## src/rtl/program_counter_reg_if.sv

```systemverilog
// ----------------------------------------------------------------------------
// program_counter_reg_if
//   Groups the fetch-address signals that pass between the next-PC logic and
//   the program counter register.
//   Signals:
//     stall      - hold the current PC (next-PC logic -> PC register)
//     addr_in    - next PC value      (next-PC logic -> PC register)
//     addr_out   - current PC         (PC register -> fetch / next-PC logic)
//     misaligned - alignment-fault flag, present only when PC_ALIGN_CHECK_EN
//                  is defined        (PC register -> trap logic)
//   Modports:
//     master - next-PC logic side (drives stall/addr_in)
//     slave  - PC register side   (drives addr_out/misaligned)
//   Build macro: PC_ALIGN_CHECK_EN
// ----------------------------------------------------------------------------
interface program_counter_reg_if #(
  parameter int WIDTH = 32
);
  logic             stall;
  logic [WIDTH-1:0] addr_in;
  logic [WIDTH-1:0] addr_out;
`ifdef PC_ALIGN_CHECK_EN
  logic             misaligned;
`endif

  modport master (
    output stall,
    output addr_in,
`ifdef PC_ALIGN_CHECK_EN
    input  misaligned,
`endif
    input  addr_out
  );

  modport slave (
    input  stall,
    input  addr_in,
`ifdef PC_ALIGN_CHECK_EN
    output misaligned,
`endif
    output addr_out
  );
endinterface

```

## src/rtl/program_counter_reg.sv

```systemverilog
// ----------------------------------------------------------------------------
// program_counter_reg
//   Instruction-fetch program counter. Captures the next PC on every rising
//   clock edge unless stalled; synchronous active-high reset to RESET_ADDR.
//   No increment/branch logic here -- that lives upstream.
//   Parameters:
//     WIDTH      - address width in bits (must be >= 3 with the check enabled)
//     RESET_ADDR - value loaded on reset
//   Ports:
//     clk  - system clock, rising edge active
//     rst  - synchronous active-high reset (priority over stall)
//     bus  - program_counter_reg_if.slave: stall, addr_in in;
//            addr_out (registered), misaligned (registered, optional) out
//   Build macro: PC_ALIGN_CHECK_EN
//     defined   - loads addr_in with bits [1:0] cleared and flags a nonzero
//                 low pair on misaligned
//     undefined - loads addr_in unmodified; no misaligned signal
//   No power-on initializer: addr_out is X until the first reset or load.
// ----------------------------------------------------------------------------
module program_counter_reg #(
  parameter int               WIDTH      = 32,
  parameter logic [WIDTH-1:0] RESET_ADDR = '0
) (
  input logic                clk,
  input logic                rst,
  program_counter_reg_if.slave bus
);

  logic [WIDTH-1:0] r_addr;
  logic [WIDTH-1:0] w_load_addr;

`ifdef PC_ALIGN_CHECK_EN
  logic r_mis;
  logic w_mis;

  // Force word alignment on the fetch address; report the dropped bits.
  assign w_load_addr = {bus.addr_in[WIDTH-1:2], 2'b00};
  assign w_mis       = |bus.addr_in[1:0];

  always_ff @(posedge clk) begin
    if (rst)             r_mis <= 1'b0;
    else if (!bus.stall) r_mis <= w_mis;
  end

  assign bus.misaligned = r_mis;
`else
  assign w_load_addr = bus.addr_in;
`endif

  always_ff @(posedge clk) begin
    if (rst)             r_addr <= RESET_ADDR;
    else if (!bus.stall) r_addr <= w_load_addr;
  end

  // Pure register output: no combinational path from any input.
  assign bus.addr_out = r_addr;

endmodule

```

## src/flat_wrapper.sv

```systemverilog
// flat-port wrapper written by rule: the top's interface ports become plain ports
module program_counter_reg_flat 
#(
  parameter int               WIDTH      = 32,
  parameter logic [WIDTH-1:0] RESET_ADDR = '0
)
  (clk, rst, bus_stall, bus_addr_in, bus_addr_out);
  program_counter_reg_if #(.WIDTH(WIDTH)) bus_i ();
  input logic clk;
  input logic rst;
  input wire logic [$bits(bus_i.stall)-1:0] bus_stall;
  input wire logic [$bits(bus_i.addr_in)-1:0] bus_addr_in;
  output wire logic [$bits(bus_i.addr_out)-1:0] bus_addr_out;
  assign bus_i.stall = bus_stall;
  assign bus_i.addr_in = bus_addr_in;
  assign bus_addr_out = bus_i.addr_out;
  program_counter_reg #(.WIDTH(WIDTH), .RESET_ADDR(RESET_ADDR)) u_core (.clk(clk), .rst(rst), .bus(bus_i));
endmodule
```

## config.mk

```make
export PLATFORM = sky130hd
export DESIGN_NAME = program_counter_reg_flat
export DESIGN_NICKNAME = d
export VERILOG_FILES = /design/src/rtl/program_counter_reg_if.sv /design/src/rtl/program_counter_reg.sv /design/src/flat_wrapper.sv
export SDC_FILE = /design/constraint.sdc
export NUM_CORES = 1
export LEC_CHECK = 0
export CAP_MARGIN = 10
export CELL_PAD_IN_SITES_DETAIL_PLACEMENT = 0
export CELL_PAD_IN_SITES_GLOBAL_PLACEMENT = 1
export CORE_MARGIN = 1
export CORE_UTILIZATION = 27
export CTS_CLUSTER_DIAMETER = 120
export CTS_CLUSTER_SIZE = 24
export DETAILED_ROUTE_END_ITERATION = 8
export PLACE_DENSITY_LB_ADDON = 0.1
export SKIP_CTS_REPAIR_TIMING = 1
export SLEW_MARGIN = 30
export SYNTH_ARGS = -nofsm -noshare
export SYNTH_HDL_FRONTEND = slang
export SYNTH_SLANG_ARGS = --single-unit
```

## constraint.sdc

```tcl
create_clock -name clk -period 1.2 [get_ports clk]
set_input_delay 0.36 -clock clk [delete_from_list [all_inputs] [get_ports clk]]
set_output_delay 0.36 -clock clk [all_outputs]
set_load 0.05 [all_outputs]
```

# ---- After elaboration in Yosys (flattened, before gate mapping)
# Index checks and enable logic that the tools add are counted.
dict set report op_classes {
  n_eq_ne 0
  n_reduce_logical 0
  n_shift 0
  n_lt_le_gt_ge 0
  multipliers 0
  mux 0
  add_sub_neg 0
  div_mod_pow 0
  bitwise_logic 0
}
dict set report word_totals {
  mem_count 0
  ram_bits 0
  output_inout_bits 32
  reg_bits 32
  latch_bits 0
  word_cells 1
  rom_bits 0
}

# ---- Logic depth before layout (Yosys ltp)
# Gate-level depths: netlist (run 1).
dict set report depth {
  depth_word 0
  mapped_depth 4
  mapped_depth_nobuf 2
}

# ---- Worst setup path after synthesis (run 1)
# Ideal clock, no wire load.
dict set report synth_path {
  path_type {reg-to-output}
  startpoint {reg u_core.r_addr[0], in the netlist u_core.bus.addr_out[0]}
  endpoint {out bus_addr_out[0]}
  slack_ns 0.238
  path_buffers 0
  arrival_time_ns 0.602
  t_required_ns 0.840
  stages_incl_launch_ff 1
  cell_sequence {dfxtp_1}
}
# element line
set synth_rtl {}
lappend synth_rtl {{from (decl)} program_counter_reg.sv:29} ;# logic [WIDTH-1:0] r_addr;
lappend synth_rtl {{from (signal assigned)} program_counter_reg.sv:52} ;# else if (!bus.stall) r_addr <= w_load_addr;
lappend synth_rtl {{to (decl)} flat_wrapper.sv:13} ;# output wire logic [$bits(bus_i.addr_out)-1:0] bus_addr_out;
# No word-level cell between the ends.

# ---- Worst setup path after layout (run 1)
dict set report layout_path {
  startpoint {reg u_core.r_addr[27], in the netlist u_core.bus.addr_out[27]}
  endpoint {out bus_addr_out[27]}
}
# No word-level cell between the ends.

==> results.ini, run 1 <==
[yosys]
yosys.area.top_type=dfxtp_1
yosysSeqAreaShare_pct=55.1
yosys.area_share.xor_xnor_pct=0
synth_compound_area_share_pct=0
yosysWarnings=0
syn_area_per_cell_um2=11.3
syn_nets=138
syn_area_um2=1160
synth_area_leaders=dfxtp_1, mux2i_1, nor2_1
synth-simple-area-share_pct=10.3
synth_top_family_by_area=multiplexers
ys_seq_elements=32
ys_types=6
yosysTopAreaCellShare_pct=55.1
yosys.area_share.adder_pct=0
synthCells=103
synth_mux_area_share_pct=27.5

[route]
detail_route.first_pass.iterations=4
routed.top_layer=met4
ant_nets=0
drc_errors=0
via_count=931
totalWireLength_um=2720
route.met2.wl_um=1360
met1_length_um=1040
wl_per_cell_um=12.2
drtIter0Drc=45
vias_per_cell=4.17
routed-wl-met3_um=262

[finish]
final_cell_mix=buf_12, clkdlybuf4s50_1, mux2i_1, nor2_1, dfxtp_2
drive_gt1_share_pct=39.3
multi_input_area_um2=440
fillers=360
antennaDiodeCount=0
area_delta_synth_final_pct=97.8
ff_latch_area_um2=673
nets=207
largest_reg_flops=32
final_common_cell=buf_12
final_util_pct=56.7

[power]
p_per_area_nw_per_um2=1210
ir_drop_v=0.000832
leakagePower_nw=1.00
power_mw=2.79

[sta]
tns_ns=0
fin_crit_ns=1.17
finalSetupViolCount=0
hold_viol=0
max_freq_ghz=0.855
worst_clock_skew_ns=0
min_period_over_period_pct=97.5
worst_pin_slew_ns=0.150
slew_violations=0
slew_headroom_pct=89.7
timing.hold.ws_ns=0.524

[cts]
cts_root_buffer=clkbuf_8
clkSlewWorstSetupHoldPaths_ns=0.06
cts-htree-levels=2
clockBufferDepth=2
cts_tree=done
cts_sinks=32
cts_buffers=5
clk_latency_ns=0.28

[critical_path]
worstPathCellList=buf_12
crit_buf_inv=1
critPathRequiredTime_ns=0.84
max_stage_delay_ns=0.38
path_max_fanout=2
end_kind=primary output
critPathTopFamily=flip-flops
arrival_ns=0.81
critPathSlowestCell=dfxtp_1
critical_path_class=flop to primary output
start_kind=flop

[floorplan]
die_x_um=67.7
row_count=23
core_area_um2=4060
die_area_um2=4580
pin_count=67
start_util_pct=28.7
fp.dieH_um=67.7

[grt]
grt_pass1_vias=924
grt_start_max_net_pins=33
grtUsageTotal_pct=13.6
grt_pass1_wl_um=4330
gr-total-overflow=0
antenna_found_initial=0

[placement]
portBuffers=66
dp_hpwl_um=1950
gp_congestion=0.586

[flow_run]
drv_cap=0

[run_status]
status=completed

[hold_path]
worstHoldPathType=flop to flop

kinds of logic after synthesis:
family,count (synthesis)
DFF,32
muxes,32
buffers and inverters,7
and+or+nand+nor,32
final timing paths:
path	startpoint	to	slack, ns	cells past startpoint
hold / removal	u_core.bus.addr_out[2]	u_core.bus.addr_out[2]	0.52	2
setup / recovery	u_core.bus.addr_out[27]	bus_addr_out[27]	0.03	1
setup reg to reg	u_core.bus.addr_out[1]	u_core.bus.addr_out[1]	0.55	2
hold reg to reg	u_core.bus.addr_out[2]	u_core.bus.addr_out[2]	0.52	2
synth_stat cells:
cell and n:
nor2_1 32, clkbuf_1 3, buf_6 1, mux2i_1 32, buf_12 3, dfxtp_1 32
final cells by class:
type	instances	share of cell area [%]
flip-flops and latches	32	29.2
repair buffers	69	45.0
clock buffers	8	3.91
well taps	50	2.72
multi-input cells	64	19.1
tightest hold or removal path: stages (launching register included):
cell and delay [ns]:
dfxtp_2 0.35, mux2i_1 0.07, nor2_1 0.07
through the flow:
step / worst slack [ns] / cell area [µm²] / std cells
CTS: -0.00180 / 2270 / 223
floorplan: 0.238 / 1160 / 103
detailed placement: -0.0570 / 2180 / 215
global placement: -0.0396 / 2180 / 215
finish: 0.0302 / 2300 / 223
global route: -0.0000102 / 2300 / 223
per-layer routing:
metal,GRT usage (%),up-vias
met2,21.5,38
met3,7.26,5
met5,0,-
li1,-,473
met1,14.1,415
met4,7.98,0
power by group:
group	internal (mW)	switching (mW)
Clock	0.467	0.368
Sequential	1.14	0.0670
Combinational	0.407	0.339
Total	2.01	0.774
Note: power is estimated with default switching activity, not from simulation.
==> run 2, diff against run 1 <==
--- a/config.mk
+++ b/config.mk
@@ -8,7 +8,6 @@
 export CAP_MARGIN = 10
 export CELL_PAD_IN_SITES_DETAIL_PLACEMENT = 0
 export CELL_PAD_IN_SITES_GLOBAL_PLACEMENT = 1
-export CORE_MARGIN = 1
 export CORE_UTILIZATION = 27
 export CTS_CLUSTER_DIAMETER = 120
 export CTS_CLUSTER_SIZE = 24
==> results of run 2 <==
Same layout as run 1: the final DEF is identical, and so are final timing and power.
==> run 3, diff against run 2 <==
--- a/config.mk
+++ b/config.mk
@@ -5,7 +5,7 @@
 export SDC_FILE = /design/constraint.sdc
 export NUM_CORES = 1
 export LEC_CHECK = 0
-export CAP_MARGIN = 10
+export CAP_MARGIN = 20
 export CELL_PAD_IN_SITES_DETAIL_PLACEMENT = 0
 export CELL_PAD_IN_SITES_GLOBAL_PLACEMENT = 1
 export CORE_UTILIZATION = 27
@@ -13,6 +13,7 @@
 export CTS_CLUSTER_SIZE = 24
 export DETAILED_ROUTE_END_ITERATION = 8
 export PLACE_DENSITY_LB_ADDON = 0.1
+export RECOVER_POWER = 25
 export SKIP_CTS_REPAIR_TIMING = 1
 export SLEW_MARGIN = 30
 export SYNTH_ARGS = -nofsm -noshare
==> run 3 against run 2 <==
  * Register-to-register slack about the same
  * Critical path depth unchanged
  * Non-clock buffer count unchanged
  * Setup slack improved by 0.00073 ns
  * First-iteration DRC count stayed put
  * Hold slack barely moved
  * Clock skew unchanged
  * Die area is the same
  * Wire length increased by 0.51%
  * Clock-buffer cell count did not move
  * Utilization decreased by 0.31 points
  * Critical path type unchanged
  * Largest cell class unchanged
==> results.ini, run 3 (synthesized netlist as in run 1, its figures left out) <==
[power]
leakagePower_nw=0.997
power_mw=2.78
p_per_area_nw_per_um2=1210
ir_drop_v=0.000831

[flow_run]
drv_cap=0

[finish]
final_util_pct=56.4
final_common_cell=buf_12
multi_input_area_um2=440
design_area_um2=2290
area_delta_synth_final_pct=96.8
nets=207
ff_latch_area_um2=673
drive_gt1_share_pct=39.3
antennaDiodeCount=0
fillers=360
final_cell_mix=buf_12, clkdlybuf4s50_1, mux2i_1, nor2_1, dfxtp_2
largest_reg_flops=32

[critical_path]
path_max_fanout=2
critPathRequiredTime_ns=0.84
arrival_ns=0.81
critPathTopFamily=flip-flops
max_stage_delay_ns=0.38
worstPathCellList=buf_12
critPathSlowestCell=dfxtp_1
start_kind=flop
end_kind=primary output
critical_path_class=flop to primary output
crit_buf_inv=1

[sta]
worst_pin_slew_ns=0.347
fin_crit_ns=1.17
finalSetupViolCount=0
max_freq_ghz=0.855
tns_ns=0
worst_clock_skew_ns=0
slew_headroom_pct=76.9
slew_violations=0
min_period_over_period_pct=97.4
hold_viol=0

[floorplan]
fp.dieH_um=67.7
core_area_um2=4060
pin_count=67
die_area_um2=4580
row_count=23
die_x_um=67.7
start_util_pct=28.7

[cts]
clockBufferDepth=2
cts_tree=done
clkSlewWorstSetupHoldPaths_ns=0.06
cts-htree-levels=2
cts_root_buffer=clkbuf_8
cts_buffers=5
cts_sinks=32
clk_latency_ns=0.28

[route]
wl_per_cell_um=12.3
detail_route.first_pass.iterations=3
route.met2.wl_um=1340
ant_nets=0
vias_per_cell=4.17
drtIter0Drc=45
met1_length_um=1070
via_count=931
totalWireLength_um=2730
drc_errors=0
routed-wl-met3_um=262
routed.top_layer=met4

[grt]
grt_pass1_wl_um=4330
antenna_found_initial=0
grt_start_max_net_pins=33
gr-total-overflow=0
grt_pass1_vias=924
grtUsageTotal_pct=13.6

[placement]
dp_hpwl_um=1950
gp_congestion=0.586
post_dp_cell_area_um2=2180
portBuffers=66

[run_status]
status=completed

[hold_path]
worstHoldPathType=flop to flop

==> run 3: cell types whose count changed in the layout (fill, tap and decap cells not counted), sizes merged <==
cell	previous run	this run
buf	36	35
clkbuf	8	9
==> run 3: worst paths after layout <==
kind | to | slack [ns] | depth (start not counted) | startpoint
setup / recovery | bus_addr_out[27] | 0.03 | 1 | u_core.bus.addr_out[27]
hold / removal | u_core.bus.addr_out[2] | 0.52 | 2 | u_core.bus.addr_out[2]
setup reg to reg | u_core.bus.addr_out[1] | 0.54 | 2 | u_core.bus.addr_out[1]
hold reg to reg | u_core.bus.addr_out[2] | 0.52 | 2 | u_core.bus.addr_out[2]
==> run 3: tightest hold or removal path: stages, from the launching register on <==
cell     delay, ns
dfxtp_2       0.35
mux2i_1       0.07
nor2_1        0.07
==> run 3: metal layers <==
metal	global-route usage, %	vias up
li1	-	474
met1	14.1	414
met2	21.5	38
met3	7.26	5
met4	7.98	0
met5	0	-
==> run 3: report_power, final <==
group / switching, mW / internal [mW]
Sequential: 0.0671 / 1.14
Combinational: 0.338 / 0.402
Clock: 0.367 / 0.467
==> run 3: final cells by class <==
cell class	count	share of cell area, %
Tap cell	50	2.73
Clock buffer	8	3.93
Multi-Input combinational cell	64	19.2
Sequential cell	32	29.4
Timing Repair Buffer	69	44.7
==> run 3: metrics by stage <==
| stage | worst slack [ns] | hold WS, ns | instances |
|---|---|---|---|
| 2_1_floorplan | 0.238 | 0.432 | 103 |
| 3_3_place_gp | -0.0396 | 0.540 | 215 |
| 3_5_place_dp | -0.0570 | 0.551 | 215 |
| 4_1_cts | -0.00180 | 0.562 | 223 |
| 5_1_grt | -0.0000102 | 0.562 | 223 |
| 6_report | 0.0310 | 0.523 | 223 |
==> RTL edit: new RTL, config.mk and constraints of run 1 <==
`WIDTH` is set to 32 in 3 places; all go to 48.
--- a/src/rtl/program_counter_reg_if.sv
+++ b/src/rtl/program_counter_reg_if.sv
@@ -14,7 +14,7 @@
 //   Build macro: PC_ALIGN_CHECK_EN
 // ----------------------------------------------------------------------------
 interface program_counter_reg_if #(
-  parameter int WIDTH = 32
+  parameter int WIDTH = 48
 );
   logic             stall;
   logic [WIDTH-1:0] addr_in;
--- a/src/rtl/program_counter_reg.sv
+++ b/src/rtl/program_counter_reg.sv
@@ -18,7 +18,7 @@
 //   No power-on initializer: addr_out is X until the first reset or load.
 // ----------------------------------------------------------------------------
 module program_counter_reg #(
-  parameter int               WIDTH      = 32,
+  parameter int               WIDTH      = 48,
   parameter logic [WIDTH-1:0] RESET_ADDR = '0
 ) (
   input logic                clk,
--- a/src/flat_wrapper.sv
+++ b/src/flat_wrapper.sv
@@ -1,7 +1,7 @@
 // flat-port wrapper written by rule: the top's interface ports become plain ports
 module program_counter_reg_flat 
 #(
-  parameter int               WIDTH      = 32,
+  parameter int               WIDTH      = 48,
   parameter logic [WIDTH-1:0] RESET_ADDR = '0
 )
   (clk, rst, bus_stall, bus_addr_in, bus_addr_out);
Ports: changed (resized bus_addr_in and bus_addr_out); port bits go from 67 to 99. No check against the original RTL was run, so the function may have changed too.
==> RTL edit against run 1 <==
  * Final area rose by 47%
  * Total power rose by 40%
  * Wire length is 46% higher
  * Clock skew unchanged
  * First-iteration DRC count is 31% lower
  * Worst hold slack got worse by 15 ps
  * Sequential cell count up 16
  * Area after synthesis increased by 49%
  * Setup slack better by 18 ps
  * Critical path type unchanged
  * Critical endpoint is now bus_addr_out[42]
==> RTL edit: results (changes against run 1) <==
stage;metric;value;unit;change
place;placed cell area;0.00323;mm²;was 0.00218 mm²
logic_synthesis;Mean Syn Cell Area;11.2;µm²;was 11.3 µm²
cells_and_area;sequential cell area share;30.2;%;was 29.2%
cells_and_area;final non-filler cell total;328;;was 223
logic_synthesis;Seq/Total Area, Yosys;55.6;%;was 55.1%
global_route;pin count of the biggest net entering global routing;49;;was 33
die;tap cell count;75;;was 50
cells_and_area;Layout non-clock buf frac;44.8;%;was 45.0%
worst_hold_path;HP Class;in2reg;;was reg2reg
power;VDD IR max;0.773;mV;was 0.832 mV
place;gpl congestion;0.682;;was 0.586
cells_and_area;layout cells sized above 1;42.3;%;was 39.3%
place;worst slack at placement;54.5;ps;was -57.0 ps
logic_synthesis;post-synthesis mux area share;27.8;%;was 27.5%
cells_and_area;final instance area;0.00338;mm²;was 0.00230 mm²
power;Static Leakage;1.47;nW;was 1.00 nW
drt;DRT Wirelength;3980;µm;was 2720 µm
critical_path;Arr. time, crit path;790;ps;was 810 ps
logic_synthesis;top cells by area, synth;dfxtp_1, mux2i_1, nor2_1, buf_12, buf_4;;was dfxtp_1, mux2i_1, nor2_1, buf_12, buf_6
drt;vias per cell;4.27;;was 4.17
global_route;vias in the first global route;1387;;was 924
cells_and_area;nets@finish;303;;was 207
clocking;CTS clk-pin slew, worst paths;80;ps;was 60 ps
place;Buffers on Ports;98;;was 66
cells_and_area;Fillers;551;;was 360
logic_synthesis;Cell variety after synth;8;;was 6
cells_and_area;multi-input logic area;661;µm²;was 440 µm²
outcome;status;completed;;unchanged
logic_synthesis;Syn Nets;206;;was 138
cells_and_area;Non-clk bufs;101;;was 69
[RTL edit: where the power goes]
part           leakage, nW  internal, mW  switching [mW]
clock network       0.0455         0.471           0.506
logic                 1.01         0.598           0.509
registers            0.413          1.71          0.0951
total                 1.47          2.78            1.11
[RTL edit: worst paths after layout]
check	startpoint	to	slack (ps)	cells past startpoint
worst max register to register	u_core.bus.addr_out[4]$_SDFFE_PP0N_	u_core.bus.addr_out[4]$_SDFFE_PP0N_	560	2
worst max-delay path	u_core.bus.addr_out[42]$_SDFFE_PP0N_	bus_addr_out[42]	50	1
worst min-delay path	rst	u_core.bus.addr_out[11]$_SDFFE_PP0N_	510	3
worst min register to register	u_core.bus.addr_out[21]$_SDFFE_PP0N_	u_core.bus.addr_out[21]$_SDFFE_PP0N_	520	2
[RTL edit: per-layer routing]
layer	GRT usage (%)	up-vias	wire length [µm]
met5	0	-	0
met4	5.26	0	40
li1	-	699	-
met3	5.33	5	405
met2	20.1	59	1840
met1	14.3	639	1700
